===== config.mk =====
export PLATFORM = sky130hd
export DESIGN_NAME = addr_mode_sequencer
export DESIGN_NICKNAME = d
export VERILOG_FILES = /design/src/rtl/addr_mode_pkg.sv /design/src/rtl/addr_mode_step_rom.sv /design/src/rtl/addr_mode_sequencer.sv
export SDC_FILE = /design/constraint.sdc
export NUM_CORES = 1
export LEC_CHECK = 0
export ABC_AREA = 1
export CORE_UTILIZATION = 45
export CTS_CLUSTER_SIZE = 40
export DETAILED_ROUTE_END_ITERATION = 10
export PLACE_DENSITY = 0.68
export SLEW_MARGIN = 20
export SYNTH_ARGS = -nofsm -noshare
export SYNTH_HDL_FRONTEND = slang
export SYNTH_SLANG_ARGS = --single-unit
export TNS_END_PERCENT = 1

===== constraint.sdc =====
create_clock -name clk -period 2.6 [get_ports clk]
set_input_delay 0.39 -clock clk [delete_from_list [all_inputs] [get_ports clk]]
set_output_delay 0.39 -clock clk [all_outputs]
set_load 0.03 [all_outputs]

===== src/rtl/addr_mode_pkg.sv =====
// Shared types and the per-mode step table used by the address-phase sequencer
// and the flag ROM.
package addr_mode_pkg;

    localparam int MODE_BITS = 4;
    localparam int INFO_W    = 3;

    typedef enum logic [MODE_BITS-1:0] {
        IMM   = 4'd0,
        IMPL  = 4'd1,
        ZPG   = 4'd2,
        ZPG_X = 4'd3,
        ZPG_Y = 4'd4,
        ABS   = 4'd5,
        ABS_X = 4'd6,
        ABS_Y = 4'd7,
        IND_X = 4'd8,
        IND_Y = 4'd9,
        IND   = 4'd10
    } mode_t;

    typedef enum logic [1:0] {
        IDLE = 2'd0,
        RUN  = 2'd1,
        FIX  = 2'd2,
        DONE = 2'd3
    } seq_state_t;

    typedef struct packed {
        logic [INFO_W-1:0] base_steps;
        logic              has_fix;
        logic [INFO_W-1:0] carry_step;
    } mode_info_t;

    // carry_step is the step at whose end the index carry is sampled; only
    // meaningful for modes with a fix step.
    function automatic mode_info_t mode_info(input mode_t m);
        mode_info_t r;
        r = '{base_steps: 3'd0, has_fix: 1'b0, carry_step: 3'd0};
        case (m)
            ZPG:     r.base_steps = 3'd1;
            ZPG_X:   r.base_steps = 3'd2;
            ZPG_Y:   r.base_steps = 3'd2;
            ABS:     r.base_steps = 3'd2;
            ABS_X:   r = '{base_steps: 3'd2, has_fix: 1'b1, carry_step: 3'd1};
            ABS_Y:   r = '{base_steps: 3'd2, has_fix: 1'b1, carry_step: 3'd1};
            IND_X:   r.base_steps = 3'd4;
            IND_Y:   r = '{base_steps: 3'd3, has_fix: 1'b1, carry_step: 3'd2};
            IND:     r.base_steps = 3'd4;
            default: r.base_steps = 3'd0;
        endcase
        return r;
    endfunction

    function automatic int max_table_steps();
        int         mx;
        int         n;
        mode_info_t inf;
        mx = 0;
        for (int i = 0; i < (1 << MODE_BITS); i++) begin
            inf = mode_info(mode_t'(4'(i)));
            n   = int'(inf.base_steps) + int'(inf.has_fix);
            if (n > mx) mx = n;
        end
        return mx;
    endfunction

endpackage


===== src/rtl/addr_mode_step_rom.sv =====
// Combinational mode -> step-table lookup; the same table feeds the flag ROM.
module addr_mode_step_rom
    import addr_mode_pkg::*;
(
    input  mode_t      mode,
    output mode_info_t info
);

    assign info = mode_info(mode);

endmodule


===== src/rtl/addr_mode_sequencer.sv =====
// Address-phase step sequencer: steps A0..An per addressing mode, inserts the
// page-cross fix step when needed, and honours RDY stalls and aborts.
module addr_mode_sequencer
    import addr_mode_pkg::*;
#(
    parameter int STEP_W          = 3,
    parameter int MODE_W          = 4,
    parameter int MAX_STEPS       = 6,
    parameter int PAGE_PENALTY_EN = 1
) (
    input  logic              clk,
    input  logic              nrst,
    input  logic              start,
    input  logic [MODE_W-1:0] mode,
    input  logic              is_store,
    input  logic              rdy,
    input  logic              abort,
    input  logic              alu_carry,
    output logic              busy,
    output logic [STEP_W-1:0] addr_step,
    output logic              fix_step,
    output logic              store_phase,
    output logic              carry_hold,
    output logic              done
);

    localparam int TABLE_MAX = max_table_steps();

    if (TABLE_MAX > MAX_STEPS) begin : g_table_check
        $error("addr_mode_sequencer: step table needs %0d steps, MAX_STEPS is %0d",
               TABLE_MAX, MAX_STEPS);
    end

    seq_state_t        state;
    mode_t             mode_q;
    logic              store_q;
    mode_t             rom_mode;
    mode_info_t        info;
    logic [STEP_W-1:0] base;
    logic [STEP_W-1:0] carry_idx;
    logic [STEP_W-1:0] step_nxt;
    logic              last_step;
    logic              carry_now;
    logic              take_fix;
    logic              sp_nxt;

    // While idle the table is indexed by the incoming mode so the first step
    // can be set up on the start edge; afterwards by the latched mode.
    addr_mode_step_rom u_rom (
        .mode (rom_mode),
        .info (info)
    );

    always_comb begin
        rom_mode  = (state == IDLE) ? mode_t'(mode) : mode_q;
        base      = STEP_W'(info.base_steps);
        carry_idx = STEP_W'(info.carry_step);
        step_nxt  = addr_step + STEP_W'(1);
        last_step = (addr_step == base - STEP_W'(1));
        // When the carry step is also the last step, the decision must use
        // the live carry, not the value that is only being registered now.
        carry_now = (info.has_fix && (addr_step == carry_idx)) ? alu_carry : carry_hold;
        take_fix  = info.has_fix && (store_q || carry_now || (PAGE_PENALTY_EN == 0));
        sp_nxt    = store_q && !info.has_fix && (step_nxt == base - STEP_W'(1));
    end

    always_ff @(posedge clk or negedge nrst) begin
        if (!nrst) begin
            state       <= IDLE;
            mode_q      <= IMPL;
            store_q     <= 1'b0;
            busy        <= 1'b0;
            addr_step   <= '0;
            fix_step    <= 1'b0;
            store_phase <= 1'b0;
            carry_hold  <= 1'b0;
            done        <= 1'b0;
        end else if (abort) begin
            state       <= IDLE;
            busy        <= 1'b0;
            addr_step   <= '0;
            fix_step    <= 1'b0;
            store_phase <= 1'b0;
            carry_hold  <= 1'b0;
            done        <= 1'b0;
        end else begin
            done <= 1'b0;
            case (state)
                IDLE: begin
                    if (start && rdy) begin
                        if (info.base_steps == '0) begin
                            state <= DONE;
                            done  <= 1'b1;
                        end else begin
                            state       <= RUN;
                            mode_q      <= mode_t'(mode);
                            store_q     <= is_store;
                            busy        <= 1'b1;
                            addr_step   <= '0;
                            fix_step    <= 1'b0;
                            store_phase <= is_store && !info.has_fix && (base == STEP_W'(1));
                        end
                    end
                end
                RUN: begin
                    if (rdy) begin
                        if (info.has_fix && (addr_step == carry_idx)) begin
                            carry_hold <= alu_carry;
                        end
                        if (last_step) begin
                            if (take_fix) begin
                                state       <= FIX;
                                addr_step   <= base;
                                fix_step    <= 1'b1;
                                store_phase <= store_q;
                            end else begin
                                state       <= DONE;
                                busy        <= 1'b0;
                                addr_step   <= '0;
                                store_phase <= 1'b0;
                                done        <= 1'b1;
                            end
                        end else begin
                            addr_step   <= step_nxt;
                            store_phase <= sp_nxt;
                        end
                    end
                end
                FIX: begin
                    if (rdy) begin
                        state       <= DONE;
                        busy        <= 1'b0;
                        addr_step   <= '0;
                        fix_step    <= 1'b0;
                        store_phase <= 1'b0;
                        done        <= 1'b1;
                    end
                end
                default: begin
                    state      <= IDLE;
                    carry_hold <= 1'b0;
                end
            endcase
        end
    end

    step_in_range: assert property (@(posedge clk) disable iff (!nrst)
        (int'(addr_step) < MAX_STEPS));

endmodule


# Yosys cells after proc, flatten, opt, wreduce, memory -nomap -nowiden
# Cells that the tools add are included.
[totals]
regBits = 15
input_bits = 11
out_inout_bits = 8
[classes]
n_bitwise = 2
add_sub_neg = 2
mux = 53
n_eq_ne = 23
n_reduce_logical = 22
[ops]
columns = ["cell", "count"]
rows = [
  ["1-bit 2-to-1 mux", 30],
  ["3-bit 2-to-1 mux", 7],
  ["3-bit != test, second input constant", 6],
  ["4-bit by 3-bit == test with 1-bit output, second input constant", 4],
  ["7-bit AND reduction", 2],
  ["4-bit == test, second input constant", 3],
  ["2-bit 2-to-1 mux", 6],
  ["1-bit case mux with 3 select lines", 4],
  ["3-bit case mux with 4 select lines", 1],
  ["3-bit == test", 3],
  ["3-bit case mux with 3 select lines", 1],
  ["4-bit by 2-bit == test with 1-bit output, second input constant", 2],
  ["4-bit case mux with 2 select lines", 1],
  ["4-bit AND reduction", 2],
  ["1-bit logical AND", 7],
  ["2-bit case mux with 3 select lines", 1],
  ["2-bit OR reduction", 3],
  ["5-bit AND reduction", 1],
  ["5-bit OR reduction", 1],
  ["4-bit 2-to-1 mux", 1],
  ["4-bit nonzero test", 1],
  ["3-bit by 1-bit adder with 3-bit output, second input constant", 1],
  ["3-bit by 1-bit == test with 1-bit output, second input constant", 1],
  ["3-bit logical NOT", 1],
  ["11 further kinds", 12],
]

# Depth between registers and ports, before layout
[depth]
word_depth = 15
ltp_mapped = 21
depth_no_buf = 20

# Hierarchy
# From an unflattened synthesis, not the netlist that was laid out.
[unflattened]
cells_unflattened = 202
hier_area_um2 = 1333.8
[by_module_without_submodules]
columns = ["module", "area_each_um2", "cells_per_inst", "n_inst"]
rows = [
  ["addr_mode_sequencer", 1234.9, 180, 1],
  ["addr_mode_step_rom", 98.8, 22, 1],
]

# Worst setup path after synthesis
# Ideal clock, no wire load.
[synth_path]
path_type = "flip-flop to flip-flop"
startpoint = "register state[0]"
endpoint = "register busy"
path_buffers = 1
setup_ns = 0.118
required_ns = 2.482
stages_incl_launch_ff = 18
arrival_time_ns = 2.498
setup_slack_ns = -0.016
path_cell_list = "dfrtp_1 inv_1 ha_1 buf_6 inv_4 nand2_2 nand2_4 nor2_4 nand2_4 o21ai_0 a21oi_1 ha_1 xor2_1 nand3_4 a21oi_2 nand2_1 nand2_1 nand2_1"
[synth_via]
elab_chain_cells = 12
[synth_rtl]
columns = ["item", "line", "text"]
rows = [
  ["from (decl)", "addr_mode_sequencer.sv:34", "seq_state_t state;"],
  ["from (signal assigned)", "addr_mode_sequencer.sv:69", "state <= IDLE;"],
  ["from (signal assigned)", "addr_mode_sequencer.sv:79", "state <= IDLE;"],
  ["from (signal assigned)", "addr_mode_sequencer.sv:92", "state <= DONE;"],
  ["parallel branches: the longest is 12 deep, another holds 3-bit by 1-bit subtractor with 3-bit output", "--", ""],
  ["to (signal assigned)", "addr_mode_sequencer.sv:72", "busy <= 1'b0;"],
  ["to (signal assigned)", "addr_mode_sequencer.sv:80", "busy <= 1'b0;"],
  ["to (signal assigned)", "addr_mode_sequencer.sv:98", "busy <= 1'b1;"],
  ["to (decl)", "addr_mode_sequencer.sv:19", "output logic busy,"],
]
# Several ways; the timed one is not identified.
# A chain may end at the register's enable or synchronous reset.

# Worst setup path in the final report
[layout_path]
startpoint = "register state[1]"
endpoint = "register state[0]"
[layout_via]
elab_chain_cells = 15
[layout_rtl]
columns = ["item", "line", "text"]
rows = [
  ["2-bit logical NOT", "addr_mode_sequencer.sv:55, addr_mode_sequencer.sv:88", ""],
  ["4-bit 2-to-1 mux", "addr_mode_sequencer.sv:55", "rom_mode = (state == IDLE) ? mode_t'(mode) : mode_q;"],
  ["4-bit by 3-bit == test with 1-bit output", "addr_mode_pkg.sv:40", "case (m)"],
  ["2-bit OR reduction (no line)", "--", ""],
  ["4-bit case mux with 2 select lines", "addr_mode_pkg.sv:40", ""],
  ["3-bit == test", "addr_mode_sequencer.sv:62", "carry_now = (info.has_fix && (addr_step == carry_idx)) ? alu_carry : carry_hold;"],
  ["1-bit logical AND", "addr_mode_sequencer.sv:62", ""],
  ["1-bit 2-to-1 mux", "--", ""],
  ["1-bit logical OR", "addr_mode_sequencer.sv:63", "take_fix = info.has_fix && (store_q || carry_now || (PAGE_PENALTY_EN == 0));"],
  ["1-bit logical AND", "addr_mode_sequencer.sv:63", ""],
  ["1-bit 2-to-1 mux", "addr_mode_sequencer.sv:111", "if (take_fix) begin"],
  ["2-bit 2-to-1 mux", "addr_mode_sequencer.sv:110", "if (last_step) begin"],
  ["2-bit 2-to-1 mux", "addr_mode_sequencer.sv:106", "if (rdy) begin"],
  ["2-bit case mux with 3 select lines", "addr_mode_sequencer.sv:88", "case (state)"],
  ["2-bit 2-to-1 mux", "addr_mode_sequencer.sv:78", "end else if (abort) begin"],
]
# Several ways; a longest one is shown, not always the timed one. The select of a mux whose other input is x is not followed.

==> impl.org <==
** Outcome
- Outcome :: finished, violations left
- Violations in the final reports :: DRC

** Critical path
- Maximum fanout count along the critical path :: 8
- Flop2flop setup slack :: approximately 60 ps
- The worst register-to-register path begins at state[1].
- STA classifies the critical path endpoint as a register.
- Worst endpoint required time :: around 2800 ps
- The number of cells on the worst reg-to-reg path is 18.
- In this run the worst setup path terminates at state[0].
- The worst setup path is launched from a register.
- Tracing the worst setup path back leads to its startpoint at state[1].
- WP data arrival :: approximately 2800 ps
- Terminus of the critical flop-to-flop path :: state[0]
- The critical path in this run is classified as reg2reg.

** Synthesis
- In this run the biggest area consumer among cell types represents between 20% and 30% of the synthesized area.
- Ranked by instance count, the synthesized netlist is headed by sky130_fd_sc_hd__nand2_1, sky130_fd_sc_hd__inv_1, sky130_fd_sc_hd__nand3_1.
- Cell area after synthesis :: about 1400 µm²
- Post-synthesis net count :: between 200 and 250
- Number of warnings reported in the yosys synthesis log :: 0
- In the synthesized netlist, mux cells make up ~1.6% of the area.
- Share of synthesized registers carrying an async set or reset :: 100%
- Counting distinct cell types in the post-synthesis netlist gives 31.
- Count of flip-flops with a built-in enable after synthesis :: 0
- Post-synthesis share of cell area spent on and, or, nand and nor gates :: 45.0%
- Synthesis inferred 15 register bits.
- In the post-synthesis netlist, the biggest area contributors are sky130_fd_sc_hd__dfrtp_1, sky130_fd_sc_hd__nand2_1, sky130_fd_sc_hd__nand2_4.
- Area share of fa/ha/maj cells after synthesis :: slightly above 7%
- Area fraction in compound gates after synthesis :: under 10%
- Xor-xnor portion of the synthesized cell area :: roughly 1.9%
- Top cell type by total area after synthesis :: sky130_fd_sc_hd__dfrtp_1
- Most instantiated library cell after synthesis :: sky130_fd_sc_hd__nand2_1
- Dominant combinational cell family by area after synthesis :: simple AND/OR/NAND/NOR gates
- Each instance of the synthesized netlist takes up on average 7.23 µm².
- For this run, the leading register cell type out of synthesis is sky130_fd_sc_hd__dfrtp_1.
- Post-synthesis sequential area ratio :: between 20% and 30%
- Synthesis produced a netlist whose cell count is between 150 and 200.

** STA
- In the finished design, the share of the clock period the worst path needs comes to 97.6%.
- The number of pins with negative max-slew slack in the final report is 0.
- Max transition margin :: 50.6%
- Layout Skew :: between 4 and 5 ps
- Count of endpoints failing setup in the final report :: 0
- Setup repair after global routing could not meet its margin everywhere.
- Fin. Hold Viols :: 0
- Min Hold Slack :: 489 ps
- Time the worst path needs with I/O delays and setup :: 2540 ps
- Adding up every negative setup slack in the final design gives 0 ps.
- Static timing analysis puts the maximum clock frequency at approximately 0.39 GHz.
- Setup slack closes at between 60 and 70 ps.
- At the pin with the least slew margin, the transition time is roughly 740 ps.

** Placed design
- # port buffers :: 18
- Final weighted congestion in routability-driven placement :: around 0.87
- In this run the cell area measured after placement is ~1800 µm².
- HPWL after DPL :: ~2800 µm
- DP Worst Slack :: -226 ps

** Die
- Row generation in the floorplan step produced 19 rows.
- The die covers between 3000 and 4000 µm².
- Horizontal extent of the die :: 57.5 µm
- Number of primary I/O pins :: 19
- Once the floorplan was initialized, standard cells occupied between 40% and 50% of the core.
- In this run the standard cell core region covers 2830 µm².
- From bottom edge to top edge, the die measures around 58 µm.

** Worst hold path
- The worst hold path belongs to the class reg2reg.

** Routing
- For this block, the via count after detailed routing is 1415.
- After detailed routing, the total wire length is 3750 µm.
- First-pass iteration count of the detailed router :: 7
- Number of DRC violations after detailed routing :: 1
- Dividing the detail-routed via count by the number of cells gives around 5.2.
- In this run the remaining antenna-violating nets after routing total 0.
- Drt wl/cell :: around 14 µm
- First-iteration detailed-routing DRC count :: 79

** Power
- VDD sags by at most 0.000758 V.
- Net switching power figure :: around 0.0015 W
- Relative contribution of the clock network to total power :: about 4.5%
- Per report_power, the sequential group accounts for between 10% and 20% of the total.
- Cell internal power dissipation :: between 0.001 and 0.0015 W
- The share of total power dissipated in combinational logic is between 80% and 90%.
- For this design the ratio of total power to cell area is about 1500 nW/µm².
- Summed over all cells, the static leakage comes to around 0.97 nW.
- Switching part of the total power :: 50.9%

** Finish
- 0 antenna diodes ended up in the layout.
- Final Cell Area :: around 2000 µm²
- Layout fillers :: between 200 and 250
- Share of post-route cells with drive strength above 1 :: 34.0%
- For this run, the post-layout net count is 261.
- Syn-to-layout area delta :: 41.5%

** Global route
- After global routing the overflow that remains totals 0.
- Global-route wire length before repair :: between 5000 and 6000 µm
- Entering global routing, the biggest net connects 16 pins.
- Vias in the first global route :: between 1000 and 1500
- The number of antenna violations at the first check in global routing was 0.
- In the global route stage, overall resource usage came out at roughly a quarter.

** Clock tree
- Root buf cell :: sky130_fd_sc_hd__clkbuf_4
- TritonCTS built the clock tree.
- In this run the number of H-tree levels came out at 1.
- The tree built by TritonCTS fans out to 15 sinks.
- Number of clock buffers inserted by TritonCTS :: 3
- Clock transition at the register clock pins on the worst setup and hold paths after CTS :: roughly 100 ps
- Maximum clock insertion buffer count :: 2
- Worst-skew pair later-pin latency :: between 200 and 300 ps

** Job
- Across the run, the number of max-cap violations was 0.
-- what timing repair did --
| action | CTS | global route |
|---|---|---|
| endpoints found under the setup margin | 14 | 10 |
| pin swaps | 5 | 9 |
| hold buffers | 0 | 0 |
| gates resized for setup | 14 | 14 |
| gates cloned | 0 | 0 |
| setup buffers | 2 | 5 |
-- flip-flops by register name, indices dropped and copies added, names as in the netlist --
name         count
state            2
fix_step         1
store_phase      1
addr_step        3
mode_q           4
carry_hold       1
store_q          1
done             1
busy             1
-- kinds of logic (layout without fill, tap and decap cells) --
logic type | Yosys count | after routing
adder cells (fa/ha/maj) | 8 | 8
XOR/XNOR | 3 | 3
flip-flops | 15 | 15
AND/OR/NAND/NOR | 116 | 116
multiplexers | 2 | 2
buffers and inverters | 26 | 75
AO/OA/AOI/OAI | 22 | 22
-- critical path: stages, from the launching register on --
cell	delay [ps]
sky130_fd_sc_hd__dfrtp_1	410
sky130_fd_sc_hd__inv_2	80
sky130_fd_sc_hd__ha_4	210
sky130_fd_sc_hd__inv_6	70
sky130_fd_sc_hd__nand2_4	60
sky130_fd_sc_hd__nand2_4	80
sky130_fd_sc_hd__nor2_8	130
sky130_fd_sc_hd__nand2_4	80
sky130_fd_sc_hd__o21ai_2	70
sky130_fd_sc_hd__a21oi_2	80
sky130_fd_sc_hd__buf_4	150
sky130_fd_sc_hd__ha_4	290
sky130_fd_sc_hd__xor2_4	190
sky130_fd_sc_hd__nand3_4	150
sky130_fd_sc_hd__nand2_4	110
sky130_fd_sc_hd__nand3_4	80
sky130_fd_sc_hd__nor2_4	110
sky130_fd_sc_hd__nand2_1	60
sky130_fd_sc_hd__nand2_1	40
-- power groups by stage --
| stage | clock, W | combinational, W | sequential [W] |
|---|---|---|---|
| 6_report | 0.000132 | 0.00242 | 0.000391 |
| 5_1_grt | 0.000153 | 0.00263 | 0.000406 |
| 4_1_cts | 0.000142 | 0.00214 | 0.000387 |
| 3_5_place_dp | 0 | 0.00196 | 0.000391 |
| 3_3_place_gp | 0 | 0.00190 | 0.000389 |
| 2_1_floorplan | 0 | 0.00130 | 0.000446 |
-- final cells by class --
| cell class | count | area, µm² | share of cell area (%) |
|---|---|---|---|
| clock buffer | 3 | 22.5 | 1.15 |
| clock inverter | 1 | 5.00 | 0.255 |
| inverter | 25 | 101 | 5.16 |
| multi-input combinational | 151 | 1020 | 51.8 |
| sequential | 15 | 377 | 19.2 |
| tap | 31 | 38.8 | 1.98 |
| timing repair buffer | 46 | 403 | 20.5 |
-- worst min path at each step --
stage,endpoint,slack (ps),start,cells after the start
finish,fix_step,490,fix_step,2
global route,fix_step,530,fix_step,2
CTS,fix_step,490,fix_step,2
detailed placement,fix_step,470,fix_step,2
global placement,fix_step,460,fix_step,2
floorplan,addr_step[0],90,nrst,0
-- placed cells by master, fill, tap and decap left out, types with 3 or more instances in the layout --
cell type | synthesis | routed
sky130_fd_sc_hd__inv_1 | 24 | 19
sky130_fd_sc_hd__nand2_1 | 57 | 51
sky130_fd_sc_hd__dfrtp_1 | 14 | 14
sky130_fd_sc_hd__nor2_1 | 11 | 11
sky130_fd_sc_hd__inv_2 | 0 | 4
sky130_fd_sc_hd__clkbuf_4 | 0 | 3
sky130_fd_sc_hd__nand4_1 | 3 | 3
sky130_fd_sc_hd__nand3_1 | 17 | 17
sky130_fd_sc_hd__o21ai_0 | 7 | 6
sky130_fd_sc_hd__nand2_2 | 8 | 12
sky130_fd_sc_hd__clkdlybuf4s50_1 | 0 | 18
sky130_fd_sc_hd__ha_1 | 8 | 5
sky130_fd_sc_hd__a21oi_1 | 8 | 6
sky130_fd_sc_hd__ha_4 | 0 | 3
sky130_fd_sc_hd__buf_4 | 0 | 27
sky130_fd_sc_hd__nand2_4 | 9 | 11
sky130_fd_sc_hd__a21oi_2 | 2 | 3
-- through the flow --
stage                     util (%)  power, W  std cells
after detailed placement      62.7   0.00236        261
after floorplan                  -   0.00174        192
final                         69.4   0.00294        272
after CTS                     65.8   0.00267        267
after global routing          69.4   0.00319        272
after global placement        62.7   0.00229        261
-- layer usage --
| layer | vias up | track usage [%] | wire (µm) |
|---|---|---|---|
| met5 | - | 0 | 0 |
| met3 | 4 | 1.59 | 129 |
| met4 | 0 | 6.97 | 38 |
| li1 | 712 | - | - |
| met2 | 24 | 43.7 | 2040 |
| met1 | 675 | 28.4 | 1540 |
No activity file was read; power rests on OpenSTA's default activity.
